--- src/rtl/io_unit.sv ---
// I/O unit for the basic computer: input/output flags, device handshakes, skip and interrupt request.
// Build option: define IO_RX_FIFO_EN to place a 4-entry receive FIFO between the input device and inpr.
//
// Output path state | meaning
// OUT_IDLE          | fgo=1, no byte offered to the output device
// OUT_BUSY          | fgo=0, dev_out_valid=1, dev_out_data held until dev_out_ready
module io_unit (
  input  logic        clk,
  input  logic        rst,
  input  logic [15:0] ir,
  input  logic        io_exec,
  input  logic        int_ack,
  input  logic [7:0]  ac_low,
  output logic [7:0]  inpr,
  input  logic [7:0]  dev_in_data,
  input  logic        dev_in_valid,
  output logic        dev_in_ready,
  output logic [7:0]  dev_out_data,
  output logic        dev_out_valid,
  input  logic        dev_out_ready,
  output logic        skip,
  output logic        fgi,
  output logic        fgo,
  output logic        ien,
  output logic        irq,
  output logic        out_err
);

  typedef enum logic {OUT_IDLE, OUT_BUSY} out_state_e;

  out_state_e  out_state_q;
  logic        fgo_q;
  logic        out_valid_q;
  logic [7:0]  out_data_q;
  logic        out_err_q;

  logic        inp_cmd;
  logic        out_cmd;
  logic        ion_cmd;
  logic        iof_cmd;
  logic        unused_ir;

  logic        fgi_q, fgi_d;
  logic [7:0]  inpr_q, inpr_d;
  logic        ien_q, ien_d;
  logic        irq_q, irq_d;

  assign inp_cmd   = io_exec & ir[11];
  assign out_cmd   = io_exec & ir[10];
  assign ion_cmd   = io_exec & ir[7];
  assign iof_cmd   = io_exec & ir[6];
  assign unused_ir = ^{ir[15:12], ir[5:0]};

  assign skip = io_exec & ((ir[9] & fgi_q) | (ir[8] & fgo_q));

`ifdef IO_RX_FIFO_EN
  logic [7:0] rx_mem_q [4];
  logic [1:0] wr_ptr_q;
  logic [1:0] rd_ptr_q;
  logic [2:0] count_q;
  logic       push;
  logic       pop;

  assign dev_in_ready = (count_q != 3'd4);
  assign push         = dev_in_valid & dev_in_ready;
  // The head only moves once the CPU has consumed the previous byte.
  assign pop          = ~fgi_q & (count_q != 3'd0);

  always_comb begin
    fgi_d  = fgi_q;
    inpr_d = inpr_q;
    if (inp_cmd) fgi_d = 1'b0;
    if (pop) begin
      fgi_d  = 1'b1;
      inpr_d = rx_mem_q[rd_ptr_q];
    end
  end

  always_ff @(posedge clk or posedge rst) begin
    if (rst) begin
      for (int i = 0; i < 4; i++) rx_mem_q[i] <= 8'h00;
      wr_ptr_q <= 2'd0;
      rd_ptr_q <= 2'd0;
      count_q  <= 3'd0;
    end else begin
      if (push) begin
        rx_mem_q[wr_ptr_q] <= dev_in_data;
        wr_ptr_q           <= wr_ptr_q + 2'd1;
      end
      if (pop) rd_ptr_q <= rd_ptr_q + 2'd1;
      count_q <= count_q + {2'b00, push} - {2'b00, pop};
    end
  end
`else
  logic in_accept;

  // While fgi is set the device is held off, so an INP never races a new byte.
  assign dev_in_ready = ~fgi_q;
  assign in_accept    = dev_in_valid & ~fgi_q;

  always_comb begin
    fgi_d  = fgi_q;
    inpr_d = inpr_q;
    if (inp_cmd) fgi_d = 1'b0;
    if (in_accept) begin
      fgi_d  = 1'b1;
      inpr_d = dev_in_data;
    end
  end
`endif

  always_comb begin
    ien_d = ien_q;
    if (ion_cmd) ien_d = 1'b1;
    if (iof_cmd) ien_d = 1'b0;
    if (int_ack) ien_d = 1'b0;
  end

  assign irq_d = int_ack ? 1'b0 : (ien_q & (fgi_q | fgo_q));

  always_ff @(posedge clk or posedge rst) begin
    if (rst) begin
      fgi_q  <= 1'b0;
      inpr_q <= 8'h00;
      ien_q  <= 1'b0;
      irq_q  <= 1'b0;
    end else begin
      fgi_q  <= fgi_d;
      inpr_q <= inpr_d;
      ien_q  <= ien_d;
      irq_q  <= irq_d;
    end
  end

  always_ff @(posedge clk or posedge rst) begin
    if (rst) begin
      out_state_q <= OUT_IDLE;
      fgo_q       <= 1'b1;
      out_valid_q <= 1'b0;
      out_data_q  <= 8'h00;
      out_err_q   <= 1'b0;
    end else begin
      case (out_state_q)
        OUT_IDLE: begin
          if (out_cmd) begin
            out_data_q  <= ac_low;
            out_state_q <= OUT_BUSY;
            fgo_q       <= 1'b0;
            out_valid_q <= 1'b1;
          end
        end
        OUT_BUSY: begin
          if (out_cmd) out_err_q <= 1'b1;
          if (dev_out_ready) begin
            out_state_q <= OUT_IDLE;
            fgo_q       <= 1'b1;
            out_valid_q <= 1'b0;
          end
        end
        default: begin
          out_state_q <= OUT_IDLE;
          fgo_q       <= 1'b1;
          out_valid_q <= 1'b0;
        end
      endcase
    end
  end

  assign inpr          = inpr_q;
  assign fgi           = fgi_q;
  assign fgo           = fgo_q;
  assign ien           = ien_q;
  assign irq           = irq_q;
  assign out_err       = out_err_q;
  assign dev_out_data  = out_data_q;
  assign dev_out_valid = out_valid_q;

endmodule

--- config.mk ---
export PLATFORM = sky130hd
export DESIGN_NAME = io_unit
export DESIGN_NICKNAME = d
export VERILOG_FILES = /design/src/rtl/io_unit.sv
export SDC_FILE = /design/constraint.sdc
export NUM_CORES = 1
export LEC_CHECK = 0
export BUFFER_PORTS_ARGS = -buffer_cell sky130_fd_sc_hd__buf_2
export CAP_MARGIN = 10
export CORE_ASPECT_RATIO = 1.5
export CORE_UTILIZATION = 40
export CTS_CLUSTER_DIAMETER = 80
export CTS_CLUSTER_SIZE = 16
export DETAILED_ROUTE_END_ITERATION = 16
export PLACE_DENSITY = 0.77
export SLEW_MARGIN = 20
export SYNTH_ARGS = -nofsm -noshare
export SYNTH_HDL_FRONTEND = slang
export SYNTH_SLANG_ARGS = --single-unit
--- constraint.sdc ---
create_clock -name clk -period 1.4 [get_ports clk]
set_input_delay 0.07 -clock clk [delete_from_list [all_inputs] [get_ports clk]]
set_output_delay 0.07 -clock clk [all_outputs]
set_load 0.01 [all_outputs]
==> results of run 1 <==
-- worst paths after layout --
check	startpoint	to	slack (ps)	cells past startpoint
min in group asynchronous	rst	dev_out_data[5]	290	3
hold / removal	dev_in_valid	fgi	40	3
setup reg to reg	fgi	inpr[5]	180	3
max in group asynchronous	rst	dev_out_data[1]	580	4
hold reg to reg	out_err	out_err	510	1
setup / recovery	fgo	skip	60	3
-- sequential cells by signal (all words and copies together), names as in the netlist --
register and count:
dev_out_data 8, dev_out_valid 1, fgi 1, fgo 1
ien 1, inpr 8, irq 1, out_err 1
out_state_q 1
-- through the flow --
stage	util, %	cell area, sq um
floorplan	-	938
global placement	55.1	1230
detailed placement	55.1	1230
CTS	64.4	1440
global route	65.7	1470
finish	65.7	1470
-- power by group through the flow --
stage	Sequential (mW)	Combinational, mW	Clock [mW]
2_1_floorplan	0.955	0.213	0
3_3_place_gp	0.883	0.480	0
3_5_place_dp	0.894	0.493	0
4_1_cts	0.884	0.533	0.307
5_1_grt	0.902	0.576	0.329
6_report	0.886	0.535	0.293
-- worst max-delay path, cell delays in order (launching register included) --
cell	delay (ps)
dfstp_2	590
a22oi_1	100
nor2b_1	140
buf_2	140
-- kinds of logic after synthesis --
logic type | Yosys count | synth area share [%]
AO/OA/AOI/OAI | 10 | 7.20
flip-flops | 23 | 61.5
AND/OR/NAND/NOR | 6 | 5.33
buffers and inverters | 6 | 3.60
multiplexers | 16 | 22.4
-- routing by layer --
| layer | vias to the layer above | share of wire (%) |
|---|---|---|
| met5 | - | 0 |
| met4 | 0 | 0 |
| met3 | 0 | 5.0 |
| met2 | 32 | 57 |
| met1 | 366 | 38 |
| li1 | 364 | - |
-- cell usage in the layout, fill, tap and decap left out, types with 2 or more instances in the layout --
| cell type | synthesis | layout |
|---|---|---|
| mux2_2 | 8 | 8 |
| inv_1 | 4 | 4 |
| dlygate4sd3_1 | 0 | 21 |
| nor2_1 | 2 | 2 |
| a21oi_1 | 2 | 2 |
| dfrtp_1 | 22 | 22 |
| mux2_4 | 8 | 8 |
| buf_2 | 0 | 51 |
| clkbuf_4 | 0 | 3 |
-- timing repair --
item                                    CTS  global route
hold endpoints to repair                 26             3
hold buffers                             18             3
resized for setup                         0             0
endpoints found under the setup margin    0             0
-- final cells by class --
type / count / area (sq um)
timing repair buffer: 74 / 493
clock buffer: 4 / 26.3
multi-input combinational: 32 / 328
tap: 23 / 28.8
inverter: 4 / 15.0
fill: 164 / 766
sequential: 23 / 577
-- cells in the mapped netlist, types with 2 or more instances --
library cell  count  area share (%)
dfrtp_1          22              59
mux2_2            8             9.6
mux2_4            8              13
inv_1             4             1.6
a21oi_1           2             1.1
nor2_1            2            0.80
==> impl_metrics.yaml, run 1 <==
timing:
  hold_ws_ps: 35.5
  period_needed_ps: 1340
  slew_headroom_pct: 74.5
  clock_skew_ps: 9.26
  fin_crit_sh_pct: 95.5
  rsz0062_at_grt: "no"
  hold_violations: 0
  slew_viol_final: 0
  timing.fmax_ghz: 0.748
  tns_ps: 0
  worst_pin_slew_ps: 383
  final.setup.worst_slack_ps: 62.8
  finalSetupViolCount: 0
routing:
  first_iter_violations: 4
  first_pass_iters: 4
  drc_errors: 0
  vias: 762
  ant_nets: 0
  vias_per_cell: 4.76
  routedWlPerCell_um: 13.2
  routed_wl_mm: 2.12
layout:
  antenna_cells: 0
  stdcell_count: 160
  drive_gt1_share_pct: 55.5
  area_growth_pct: 56.4
  nets: 176
place:
  gp_congestion: 0.734
  dp.cells: 135
  hpwlAfterDp_mm: 1.45
  pre_cts_slack_ps: 200
  io_buffers: 51
grt:
  gr-total-overflow: 0
  busiest_layer: "met2"
  grt_use_total_pct: 17.0
  antenna_found_initial: 0
  grt_pass1_vias: 782
  grt_max_degree: 15
  met2_usage_pct: 34.6
  gr-usage-met1_pct: 17.8
  grt_pass1_wl_mm: 3.29
  gr-usage-met3_pct: 2.35
critical_path:
  startpoint_type: "flop"
  critical_path_class: "flop to output pin"
  crit_fanout: 5
  cp-end-kind: "output pin"
  cp.required_ps: 1330
  cp.arrival_ps: 1270
cts:
  clk_pin_slew_worst_paths_ps: 120
  postCtsSetupRepairBufs: 0
  cts_tree: "done"
  clk_latency_ps: 300
  cts.sinks: 23
  htree_levels: 1
  cts-root-buf: "clkbuf_4"
  cts.path.max_buffers: 2
  cts_made_buffers: 3
synth:
  ys_ff_latch: 23
  syn_avg_cell_area_sq_um: 15.4
  syn_area_sq_um: 938
  synth.net_count: 99
  synth_edf_count: 0
  synth_seq_area_share_pct: 61.5
  synth_flop_cell: "dfrtp_1"
  yosys_warnings: 0
  yosysUniqueCellTypes: 21
  synth-async-reset-ratio_pct: 100
  syn_inst: 61
power:
  cellPowerDensity_nw_per_um2: 1170
  ir_worst_vdd_uv: 697
  power_frac_clock_pct: 17.1
  p_sw_share_pct: 28.2
  p_leak_nw: 0.748
  p_total_mw: 1.71
  power_switching_mw: 0.483
  seqPwrFrac_pct: 51.7
  combPwrFrac_pct: 31.2
  internal-power_mw: 1.23
floorplanning:
  fp.dieW_um: 41.5
  core_area_sq_um: 2230
  die-area_sq_um: 2550
  start_util_pct: 42.0
  dieHeight_um: 61.3
  rows: 21
  io_pins: 62
job:
  maxCapViolCount: 0
worst_hold_path:
  hold_path_class: "input port to flop"
run_status:
  status: "finished clean"
Note: power is estimated with default switching activity, not from simulation.
==> inputs of run 2 (changes only) <==
--- a/config.mk
+++ b/config.mk
@@ -7,3 +7,3 @@
 export LEC_CHECK = 0
-export BUFFER_PORTS_ARGS = -buffer_cell sky130_fd_sc_hd__buf_2
+export BUFFER_PORTS_ARGS = -buffer_cell sky130_fd_sc_hd__buf_4
 export CAP_MARGIN = 10
==> constraint.sdc (replaced) <==
create_clock -name clk -period 1.4 [get_ports clk]
set_input_delay 0.42 -clock clk [delete_from_list [all_inputs] [get_ports clk]]
set_output_delay 0.42 -clock clk [all_outputs]
set_load 0.1 [all_outputs]
==> impl_metrics.yaml, run 2 (synthesis results as in run 1) <==
timing:
  finalSetupViolCount: 12
  clock_skew_ps: 1.40
  timing.fmax_ghz: 0.569
  fin_crit_sh_pct: 126
  final.setup.worst_slack_ps: -357
  slew_headroom_pct: 81.5
  slew_viol_final: 0
  tns_ps: -1100
  worst_pin_slew_ps: 279
  rsz0062_at_grt: "yes"
  hold_violations: 0
  period_needed_ps: 1760
grt:
  antenna_found_initial: 0
  grt_pass1_vias: 772
  gr-total-overflow: 0
  grt_pass1_wl_mm: 3.35
  grt_max_degree: 14
  grt_use_total_pct: 17.5
cts:
  cts_tree: "done"
  clk_pin_slew_worst_paths_ps: 120
  clk_latency_ps: 300
  htree_levels: 1
  cts.path.max_buffers: 2
  cts.sinks: 23
  cts_made_buffers: 3
  cts-root-buf: "clkbuf_4"
routing:
  routed_wl_mm: 2.12
  first_iter_violations: 7
  vias_per_cell: 5.05
  routedWlPerCell_um: 14.5
  vias: 737
  drc_errors: 0
  ant_nets: 0
  first_pass_iters: 3
critical_path:
  crit_fanout: 2
  reg2reg_depth: 5
  cp-end-kind: "output pin"
  cp.arrival_ps: 1340
  critical_path_class: "flop to output pin"
  cp.required_ps: 980
  r2r_slack_ps: -20
  startpoint_type: "flop"
  r2r-end: "inpr[2]"
  endpoint: "skip"
  rr_startpoint: "fgi"
  crit_start: "fgo"
run_status:
  violations: "setup timing"
  status: "finished, violations left"
layout:
  stdcell_count: 146
  area_growth_pct: 73.1
  fillers: 157
  final_common_cell: "buf_4"
  design_area_sq_um: 1620
  multi_input_area_sq_um: 345
  seqCellArea_sq_um: 584
  final_cell_mix: "buf_4 (33), dfrtp_1 (21), buf_6 (18)"
  nets: 162
  antenna_cells: 0
  drive_gt1_share_pct: 70.7
  final_core_util_pct: 72.7
place:
  io_buffers: 51
  place_area_sq_um: 1410
  dp.cells: 139
  gp_congestion: 0.722
floorplanning:
  die-area_sq_um: 2550
  start_util_pct: 42.0
  fp.dieW_um: 41.5
  dieHeight_um: 61.3
  rows: 21
  io_pins: 62
  core_area_sq_um: 2230
power:
  p_leak_nw: 0.793
  cellPowerDensity_nw_per_um2: 1850
  ir_worst_vdd_uv: 1060
job:
  maxCapViolCount: 0
worst_hold_path:
  hold_path_class: "input port to asynchronous set/reset pin"
-- run 2: changes by cell type in the layout (fill, tap and decap cells not counted), sizes merged --
cell / change
inv: -1
dlygate4sd3: -21
clkinvlp: +1
buf: +7
-- run 2: what timing repair did --
action,in CTS,in global routing
gates resized for setup,22,20
endpoints found under the setup margin,11,28
pin swaps,1,0
buffers inserted,2,2
hold buffers,0,0
-- run 2: area by class of cell --
type	instances	share of cell area [%]
repair buffers	60	38.2
inverters	4	1.16
well taps	23	1.77
multi-input cells	32	21.3
clock buffers	4	1.62
flip-flops and latches	23	36.0
-- run 2: power by group --
part           total, mW  leakage, nW  switching (mW)  internal, mW
combinational       1.79        0.510            1.22         0.570
clock              0.296       0.0150           0.185         0.111
sequential         0.921        0.268           0.113         0.808
-- run 2: layer usage --
metal | track usage (%) | part of all wire (%) | vias up
li1 | - | - | 337
met3 | 2.93 | 5.3 | 2
met4 | 9.22 | 0.52 | 0
met1 | 20.3 | 38 | 372
met5 | 0 | 0 | -
met2 | 31.5 | 56 | 26
-- run 2: worst min path at each step --
stage	startpoint	endpoint	slack [ps]	cells past startpoint
floorplan	rst	dev_out_data[0]	420	1
global placement	rst	dev_out_data[5]	440	3
detailed placement	rst	out_state_q	440	3
CTS	rst	dev_out_data[6]	100	3
global route	rst	fgi	90	3
finish	rst	fgi	100	3
-- run 2: worst max-delay path, cell delays in order (launching register included) --
cell and delay [ps]:
dfstp_4 640, a22oi_2 80, nor2b_4 140, buf_12 180
-- run 2: per-stage QoR --
step	worst slack (ps)	hold slack, ps	power (mW)
finish	-357	104	3.00
CTS	-361	99.5	2.91
floorplan	-469	421	2.14
global route	-406	90.2	3.12
detailed placement	-93.4	439	2.51
global placement	-92.1	438	2.49
